==> src/rtl/mac_result_collector_pkg.sv <==
// mac_result_collector_pkg: result width and collector FSM encodings.
package mac_result_collector_pkg;
  localparam int DWIDTH = 32;
  typedef enum logic [1:0] {COLL_IDLE, COLL_ACTIVE, COLL_DONE} coll_state_e;
endpackage

==> src/rtl/mac_result_collector_result_fifo.sv <==
// result_fifo: width/depth synchronous FIFO with flush; a push while full only lands with a same-cycle pop.
module result_fifo #(
  parameter int W     = 8,
  parameter int DEPTH = 8
) (
  input  logic                   clk,
  input  logic                   rst_n,
  input  logic                   flush,
  input  logic                   push,
  input  logic                   pop,
  input  logic [W-1:0]           wdata,
  output logic [W-1:0]           rdata,
  output logic                   full,
  output logic                   empty,
  output logic [$clog2(DEPTH):0] level
);
  localparam int AW = $clog2(DEPTH);
  logic [W-1:0]  mem_q [DEPTH];
  logic [AW-1:0] wr_q, rd_q;
  logic [AW:0]   cnt_q;
  logic          wr_en, rd_en;
  assign full  = cnt_q == (AW+1)'(DEPTH);
  assign empty = cnt_q == '0;
  assign level = cnt_q;
  assign wr_en = push & (~full | pop);
  assign rd_en = pop & ~empty;
  // Head reads as zero when empty so the port shows reset values without resetting storage.
  assign rdata = empty ? '0 : mem_q[rd_q];
  always_ff @(posedge clk or negedge rst_n) begin
    if (!rst_n) begin
      wr_q  <= '0;
      rd_q  <= '0;
      cnt_q <= '0;
    end else if (flush) begin
      wr_q  <= '0;
      rd_q  <= '0;
      cnt_q <= '0;
    end else begin
      wr_q  <= wr_q + AW'(wr_en);
      rd_q  <= rd_q + AW'(rd_en);
      cnt_q <= cnt_q + (AW+1)'(wr_en) - (AW+1)'(rd_en);
    end
  end
  always_ff @(posedge clk) begin
    if (wr_en && !flush) mem_q[wr_q] <= wdata;
  end
endmodule

==> src/rtl/mac_result_collector.sv <==
// mac_result_collector: buffers adder results tagged with row/tile position and drains them over valid/ready.
// Define COLLECTOR_OVF_EN to enable the sticky overflow flag; otherwise overflow is tied low.
module mac_result_collector
  import mac_result_collector_pkg::*;
#(
  parameter int DEPTH = 8,
  parameter int COLS  = 4,
  parameter int ROWS  = 4
) (
  input  logic                   clk,
  input  logic                   rst_n,
  input  logic [DWIDTH-1:0]      sum_in,
  input  logic                   valid_in,
  input  logic                   can_use_in,
  input  logic                   flush,
  output logic [DWIDTH-1:0]      wb_data,
  output logic                   wb_valid,
  input  logic                   wb_ready,
  output logic                   wb_last,
  output logic                   tile_done,
  output logic                   overflow,
  output logic [$clog2(DEPTH):0] level
);
  localparam int LW = $clog2(DEPTH) + 1;
  localparam int CW = COLS > 1 ? $clog2(COLS) : 1;
  localparam int RW = ROWS > 1 ? $clog2(ROWS) : 1;
  logic [CW-1:0]     col_q, col_d;
  logic [RW-1:0]     row_q, row_d;
  coll_state_e       state_q, state_d;
  logic              push, pop, accept, full, empty, row_last, tile_last;
  logic [DWIDTH+1:0] head;
  logic [LW-1:0]     level_nxt;
  assign push      = valid_in & can_use_in;
  assign pop       = wb_valid & wb_ready;
  assign accept    = push & (~full | pop);
  assign row_last  = col_q == CW'(COLS - 1);
  assign tile_last = row_last & (row_q == RW'(ROWS - 1));
  assign level_nxt = level + LW'(accept) - LW'(pop);
  result_fifo #(.W(DWIDTH + 2), .DEPTH(DEPTH)) u_fifo (
    .clk   (clk),
    .rst_n (rst_n),
    .flush (flush),
    .push  (push),
    .pop   (pop),
    .wdata ({tile_last, row_last, sum_in}),
    .rdata (head),
    .full  (full),
    .empty (empty),
    .level (level)
  );
  assign wb_valid  = ~empty;
  assign wb_data   = head[DWIDTH-1:0];
  assign wb_last   = head[DWIDTH];
  assign tile_done = state_q == COLL_DONE;
  always_comb begin
    col_d   = accept ? (row_last ? '0 : col_q + CW'(1)) : col_q;
    row_d   = (accept & row_last) ? (tile_last ? '0 : row_q + RW'(1)) : row_q;
    state_d = state_q == COLL_IDLE   ? (accept ? COLL_ACTIVE : COLL_IDLE) :
              state_q == COLL_ACTIVE ? ((pop & head[DWIDTH+1]) ? COLL_DONE : COLL_ACTIVE) :
              (level_nxt != '0 ? COLL_ACTIVE : COLL_IDLE);
  end
  always_ff @(posedge clk or negedge rst_n) begin
    if (!rst_n) begin
      col_q   <= '0;
      row_q   <= '0;
      state_q <= COLL_IDLE;
    end else if (flush) begin
      col_q   <= '0;
      row_q   <= '0;
      state_q <= COLL_IDLE;
    end else begin
      col_q   <= col_d;
      row_q   <= row_d;
      state_q <= state_d;
    end
  end
`ifdef COLLECTOR_OVF_EN
  logic ovf_q;
  always_ff @(posedge clk or negedge rst_n) begin
    if (!rst_n) ovf_q <= 1'b0;
    else if (flush) ovf_q <= 1'b0;
    else if (push & full & ~pop) ovf_q <= 1'b1;
  end
  assign overflow = ovf_q;
`else
  assign overflow = 1'b0;
`endif
endmodule

==> config.mk <==
export PLATFORM = sky130hd
export DESIGN_NAME = mac_result_collector
export DESIGN_NICKNAME = d
export VERILOG_FILES = /design/src/rtl/mac_result_collector_pkg.sv /design/src/rtl/mac_result_collector_result_fifo.sv /design/src/rtl/mac_result_collector.sv
export SDC_FILE = /design/constraint.sdc
export NUM_CORES = 1
export LEC_CHECK = 0
export BUFFER_PORTS_ARGS = -buffer_cell sky130_fd_sc_hd__buf_2
export CORE_MARGIN = 4
export CORE_UTILIZATION = 45
export DETAILED_ROUTE_END_ITERATION = 8
export HOLD_SLACK_MARGIN = 0.05
export SYNTH_ARGS = -nofsm -noshare
export SYNTH_HDL_FRONTEND = slang
export SYNTH_HIERARCHICAL = 1
export SYNTH_SLANG_ARGS = --single-unit
==> constraint.sdc <==
create_clock -name clk -period 5.1 [get_ports clk]
set_input_delay 0.51 -clock clk [delete_from_list [all_inputs] [get_ports clk]]
set_output_delay 0.51 -clock clk [all_outputs]
set_load 0.02 [all_outputs]
### Word level (Yosys, flattened, before mapping)

Memories as Yosys holds them, arrays and structs flattened.
Index checks and enable logic that the tools add are counted.

* bits in writable memories: 272
* logic and storage cells: 54
* latch bits: 0
* output and inout bits: 40
* ROM bits: 0
* bits of input ports: 38
* bits in registers: 16
* memories kept: 1

Memories
* u_fifo.mem_q: words 8, width 34, rd ports 1, clocked after memory_dff 0, wr ports 1, RTL line mac_result_collector_result_fifo.sv:18 `logic [W-1:0] mem_q [DEPTH];`

* order comparisons: 0
* $mul: 0
* reduce and logical (&&, ||, !) cells: 7
* bitwise logic cells: 10
* shift-type cells: 0
* multiplexer cells: 18
* div/mod/pow operators: 0
* $add $sub $neg: 7
* eq/ne operators: 5

Operators by type and width (number)
* $mux W34: 1
* $mux W2: 10
* $sub A4 B1 Y4: 2
* $and A1 B1 Y1: 7
* $add A3 B1 Y3: 2
* $eq A2 B2 Y1 const B: 3
* $mux W3: 2
* $add A2 B1 Y2 const B: 2
* $add A4 B1 Y4: 1
* $eq A4 B4 Y1 const B: 1
* $logic_not A4 Y1: 1
* $mux W1: 4
* $mux W4: 1
* $reduce_bool A2 Y1: 2
* $reduce_bool A4 Y1: 1
* $eq A2 B1 Y1 const B: 1
* $logic_not A2 Y1: 1
* $not A1 Y1: 2
* $logic_and A1 B1 Y1: 1
* $logic_not A1 Y1: 1
* $or A1 B1 Y1: 1

### Logic depth before layout (Yosys ltp)

* depth in word-level cells: 12
* gate-level depth with buffers: 14
* mapped depth without buffers: 14

### Modules after synthesis

Netlist, hierarchy kept.

By module, submodules not included
* result_fifo: sequential area each 8418.1 µm², cells an instance 462, times used 1, area an instance 10845.4 µm²
* mac_result_collector: sequential area each 150.1 µm², cells an instance 52, times used 1, area an instance 488.0 µm²

### Worst setup path before layout

No wires, ideal clock.

* path kind: register -> register
* start point: register u_fifo.cnt_q[2], in the netlist u_fifo/level[2]
* end point: memory u_fifo/mem_q[0][0] (netlist bit), enable pin
* data required time: 4633 ps
* cell stages (with the launch flop): 9
* clock period less this slack: 4347 ps
* data arrival time: 3879 ps
* setup time: 467 ps
* path buffers: 0
* slack: 753 ps
* cells stage by stage: dfrtp_1 -> inv_1 -> ha_1 -> nor3b_2 -> nand2b_4 -> inv_1 -> or4b_1 -> nand4bb_1 -> nor3_1

* word-level cells in the longest chain between the ends: 8
* elaborated cells on any way between the ends: 10
* those cells by class: 1 x eq/ne; 2 x mux; 5 x bitwise; 2 x reduce/logical

Ends and longest elaborated chain
* start: declaration: RTL line mac_result_collector_result_fifo.sv:20 `logic [AW:0] cnt_q;`
* start signal: assignment: RTL line mac_result_collector_result_fifo.sv:41 `cnt_q <= cnt_q + (AW+1)'(wr_en) - (AW+1)'(rd_en);`
* $logic_not A4 Y1: RTL line mac_result_collector_result_fifo.sv:23 `assign empty = cnt_q == '0;`
* via empty: RTL line mac_result_collector.sv:30 `logic push, pop, accept, full, empty, row_last, tile_last;`
* $not A1 Y1: RTL line mac_result_collector.sv:51 `assign wb_valid = ~empty;`
* $and A1 B1 Y1: RTL line mac_result_collector.sv:34 `assign pop = wb_valid & wb_ready;`
* via pop: RTL line mac_result_collector.sv:30
* $or A1 B1 Y1: RTL line mac_result_collector_result_fifo.sv:25 `assign wr_en = push & (~full | pop);`
* $and A1 B1 Y1: RTL line mac_result_collector_result_fifo.sv:25
* $logic_and A1 B1 Y1: RTL line mac_result_collector_result_fifo.sv:45 `if (wr_en && !flush) mem_q[wr_q] <= wdata;`
* $mux W1: RTL line mac_result_collector_result_fifo.sv:45
* $mux W1 (implied by the code): RTL line mac_result_collector_result_fifo.sv:45
* end: declaration: RTL line mac_result_collector_result_fifo.sv:18

The timed path passes the listed nets, and every way through them passes these cells.

### Final worst setup path

* start point: register u_fifo.rd_q[0]
* end point: output wb_data[17]

* word-level cells in the longest chain between the ends: 2

Ends and longest elaborated chain
* start: declaration: RTL line mac_result_collector_result_fifo.sv:19 `logic [AW-1:0] wr_q, rd_q;`
* start signal: assignment: RTL line mac_result_collector_result_fifo.sv:40 `rd_q <= rd_q + AW'(rd_en);`
* $mem_v2 Z8 W34
* $mux W34: RTL line mac_result_collector_result_fifo.sv:28 `assign rdata = empty ? '0 : mem_q[rd_q];`
* end: declaration: RTL line mac_result_collector.sv:16 `output logic [DWIDTH-1:0] wb_data,`

No other way between the ends.

==> flow_metrics.py <==
metrics = {
    "clocking": {
        "cts.reportedPaths.clkPinSlew_ps": 60,
        "postCtsResizedCells": 0,
        "maximum_clock_insertion_buffer_count": 3,
        "cts_tree": "done",
        "clock_latency_ps": 530,
        "hold_buffers": 1,
        "post-cts-setup-buffers": 0,
        "clock_sinks": 288,
        "numCtsBuffers": 29,
        "max_h_tree_level": 1,
        "clock-root-buffer": "sky130_fd_sc_hd__clkbuf_16",
    },
    "outcome": {
        "outcome": "complete, no violations",
    },
    "routing": {
        "final_antenna_net_count": 0,
        "dr.max_layer_used": "met5",
        "routedLengthMet1_mm": 9.08,
        "met3_wirelength_mm": 1.18,
        "drt_drc_violations_left": 0,
        "wl_mm": 21.9,
        "vias_per_cell": 5.52,
        "initialDrtViolationCount": 343,
        "met2WireLength_mm": 11.4,
        "route.vias.total": 5268,
        "routedWlPerCell_um": 22.9,
        "dr.pass1.iters": 4,
    },
    "place": {
        "port-buffer-count": 76,
        "place.detailed.hpwl_mm": 12.3,
        "place_area_sq_um": 12100,
        "gp_congestion": 0.752,
    },
    "power": {
        "p_leak_nw": 4.45,
        "total_power_mw": 6.24,
        "power.density_cell_area_nw_per_um2": 477,
        "power.ir.vdd_worst_uv": 263,
    },
    "synthesis": {
        "yosys.cell_types.count": 36,
        "ys_seq_elements": 288,
        "synth_area_sq_um": 11300,
        "postSynth.asyncResetShare_pct": 5.56,
        "yosys_most_used_dff": "sky130_fd_sc_hd__edfxtp_1",
        "warnings_synthesis": 6,
        "synth-edff-count": 272,
        "synth-seq-area-share_pct": 75.6,
        "mappedNetlistNets": 570,
        "synth_area_per_cell_sq_um": 22.0,
        "synth_cells": 514,
    },
    "final_layout": {
        "diodes": 0,
        "design.final.nets": 666,
        "layout.cells.most_common_list": "272 x sky130_fd_sc_hd__edfxtp_1, 76 x sky130_fd_sc_hd__buf_2, 58 x sky130_fd_sc_hd__mux4_2",
        "drive_gt1_share_pct": 32.8,
        "final.fill_count": 1933,
        "post-route-cell-area_sq_um": 13100,
        "most_common_cell_after_layout_fill_and_taps_aside": "sky130_fd_sc_hd__edfxtp_1",
        "layout-area-overhead-vs-synth_pct": 15.5,
    },
    "hold_path": {
        "hold_path_depth": 1,
        "hold_class": "in2reg",
        "min_to": "u_fifo/mem_q[3][7]",
        "worstHoldStart": "sum_in[7]",
    },
    "floorplanning": {
        "die_area_sq_um": 27800,
        "core.rowCount": 57,
        "die_h_um": 167,
        "core_sq_um": 24500,
        "io_pins": 78,
        "chipWidth_um": 167,
        "floorplan.initialDensity_pct": 46.2,
    },
    "critical_path": {
        "cp_max_fo": 51,
        "worst-endpoint-required_ps": 4590,
        "endpoint_kind": "output pin",
        "start_of_the_worst_register_to_register_path": "u_fifo/level[2]",
        "timing.rr.end": "u_fifo/level[3]",
        "reg2reg_slack_ps": 1630,
        "crit_type": "reg2out",
        "startpoint_type": "flip-flop",
        "worst-r2r-cell-count": 14,
        "timing.critical_path.arrival_ps": 3020,
    },
    "timing": {
        "worst_hold_slack_ps": 244,
        "finalSetupTns_ps": 0,
        "worstMarginPinSlew_ps": 1030,
        "final.min_clock_period_ps": 3530,
        "timing.fmax_mhz": 283,
        "number_of_setup_violations_in_the_final_report": 0,
        "finalCritPeriodShare_pct": 69.2,
        "report.final.slew_viol_count": 0,
        "unrepaired_setup_endpoints_after_global_routing": "false",
        "clock_skew_ps": 9.17,
        "final_hold_viol_count": 0,
        "max_slew_margin_pct": 31.2,
    },
    "global_route": {
        "initial_antenna_violation_count": 1,
        "largest_net_degree_at_the_start_of_global_routing": 52,
        "gr-total-overflow": 0,
        "grt_pass1_vias": 5830,
        "grt_use_total_pct": 15.8,
        "grt_pass1_wl_mm": 34.3,
    },
    "job": {
        "drv_cap": 0,
    },
}
==> worst max-delay path: stages, from the launching register on <==
cell                      delay (ps)
sky130_fd_sc_hd__dfrtp_4        1110
sky130_fd_sc_hd__buf_4           380
sky130_fd_sc_hd__mux4_1          580
sky130_fd_sc_hd__a22o_1          240
sky130_fd_sc_hd__buf_2           160
==> worst max-delay path by stage <==
stage | to | cells past startpoint | start | slack (ps)
2_1_floorplan | u_fifo/mem_q[0][0] | 8 | u_fifo/level[2] | 750
3_3_place_gp | u_fifo/level[3] | 14 | u_fifo/level[2] | 1700
3_5_place_dp | u_fifo/level[3] | 14 | u_fifo/level[2] | 1620
4_1_cts | wb_data[23] | 4 | u_fifo/rd_q[0] | 1470
5_1_grt | wb_data[17] | 4 | u_fifo/rd_q[0] | 1340
6_report | wb_data[17] | 4 | u_fifo/rd_q[0] | 1570
==> power by group <==
group	internal (mW)	switching [mW]	leakage, nW	total (mW)
Combinational	0.654	0.686	1.31	1.34
Sequential	2.63	0.150	2.67	2.78
Clock	1.29	0.828	0.469	2.12
Total	4.58	1.66	4.45	6.24
==> layer usage <==
metal	vias up	global-route usage (%)
met3	21	2.75
li1	2328	-
met5	-	0
met4	2	3.20
met2	129	28.0
met1	2788	20.9
==> through the flow <==
step	utilization, %	setup WS (ps)	instances
floorplan	-	753	514
global placement	49.4	1700	902
detailed placement	49.4	1620	902
CTS	53.4	1470	955
global route	53.4	1340	955
finish	53.4	1570	955
==> area by class of cell <==
type	instances	area [sq um]	area share [%]
Clock inverter	17	211	1.62
Tap cell	324	405	3.10
Sequential cell	288	8570	65.5
Inverter	17	63.8	0.487
Timing Repair Buffer	90	488	3.73
Clock buffer	35	748	5.72
Multi-Input combinational cell	184	2600	19.9
==> logic make-up (layout without fill, tap and decap cells) <==
| logic type | count (synthesis) | in the layout | share of synthesized area (%) |
|---|---|---|---|
| other | 1 | 1 | 0.0331 |
| muxes | 72 | 72 | 14.2 |
| buffers and inverters | 42 | 159 | 2.06 |
| DFF | 288 | 288 | 75.6 |
| xor gates and xnor gates | 7 | 7 | 0.541 |
| AOI/OAI and AO/OA | 42 | 42 | 3.22 |
| and+or+nand+nor | 44 | 44 | 2.21 |
| adders and majority gates | 18 | 18 | 2.12 |
==> synth_stat cells, types with 2 or more instances <==
cell	n	area, sq um
sky130_fd_sc_hd__a21o_1	2	15.0
sky130_fd_sc_hd__a21oi_1	3	15.0
sky130_fd_sc_hd__a22o_1	34	298
sky130_fd_sc_hd__and2_1	2	12.5
sky130_fd_sc_hd__buf_12	3	60.1
sky130_fd_sc_hd__buf_2	4	20.0
sky130_fd_sc_hd__buf_4	4	30.0
sky130_fd_sc_hd__clkbuf_1	13	48.8
sky130_fd_sc_hd__dfrtp_1	16	400
sky130_fd_sc_hd__edfxtp_1	272	8170
sky130_fd_sc_hd__fa_1	2	40.0
sky130_fd_sc_hd__ha_1	16	200
sky130_fd_sc_hd__inv_1	16	60.1
sky130_fd_sc_hd__mux2i_1	3	30.0
sky130_fd_sc_hd__mux4_1	10	263
sky130_fd_sc_hd__mux4_2	58	1310
sky130_fd_sc_hd__nand2_1	3	11.3
sky130_fd_sc_hd__nand2b_1	2	12.5
sky130_fd_sc_hd__nand4b_1	2	17.5
sky130_fd_sc_hd__nor2_1	17	63.8
sky130_fd_sc_hd__nor2b_1	10	62.6
sky130_fd_sc_hd__nor3_1	3	15.0
sky130_fd_sc_hd__xnor2_1	6	52.6
==> flip-flops by register name, summed over array words and instances, names as in the netlist <==
register	count
col_q	2
row_q	2
state_q	2
u_fifo/level	4
u_fifo/mem_q	272
u_fifo/rd_q	3
u_fifo/wr_q	3
(Power assumes the default switching activity.)
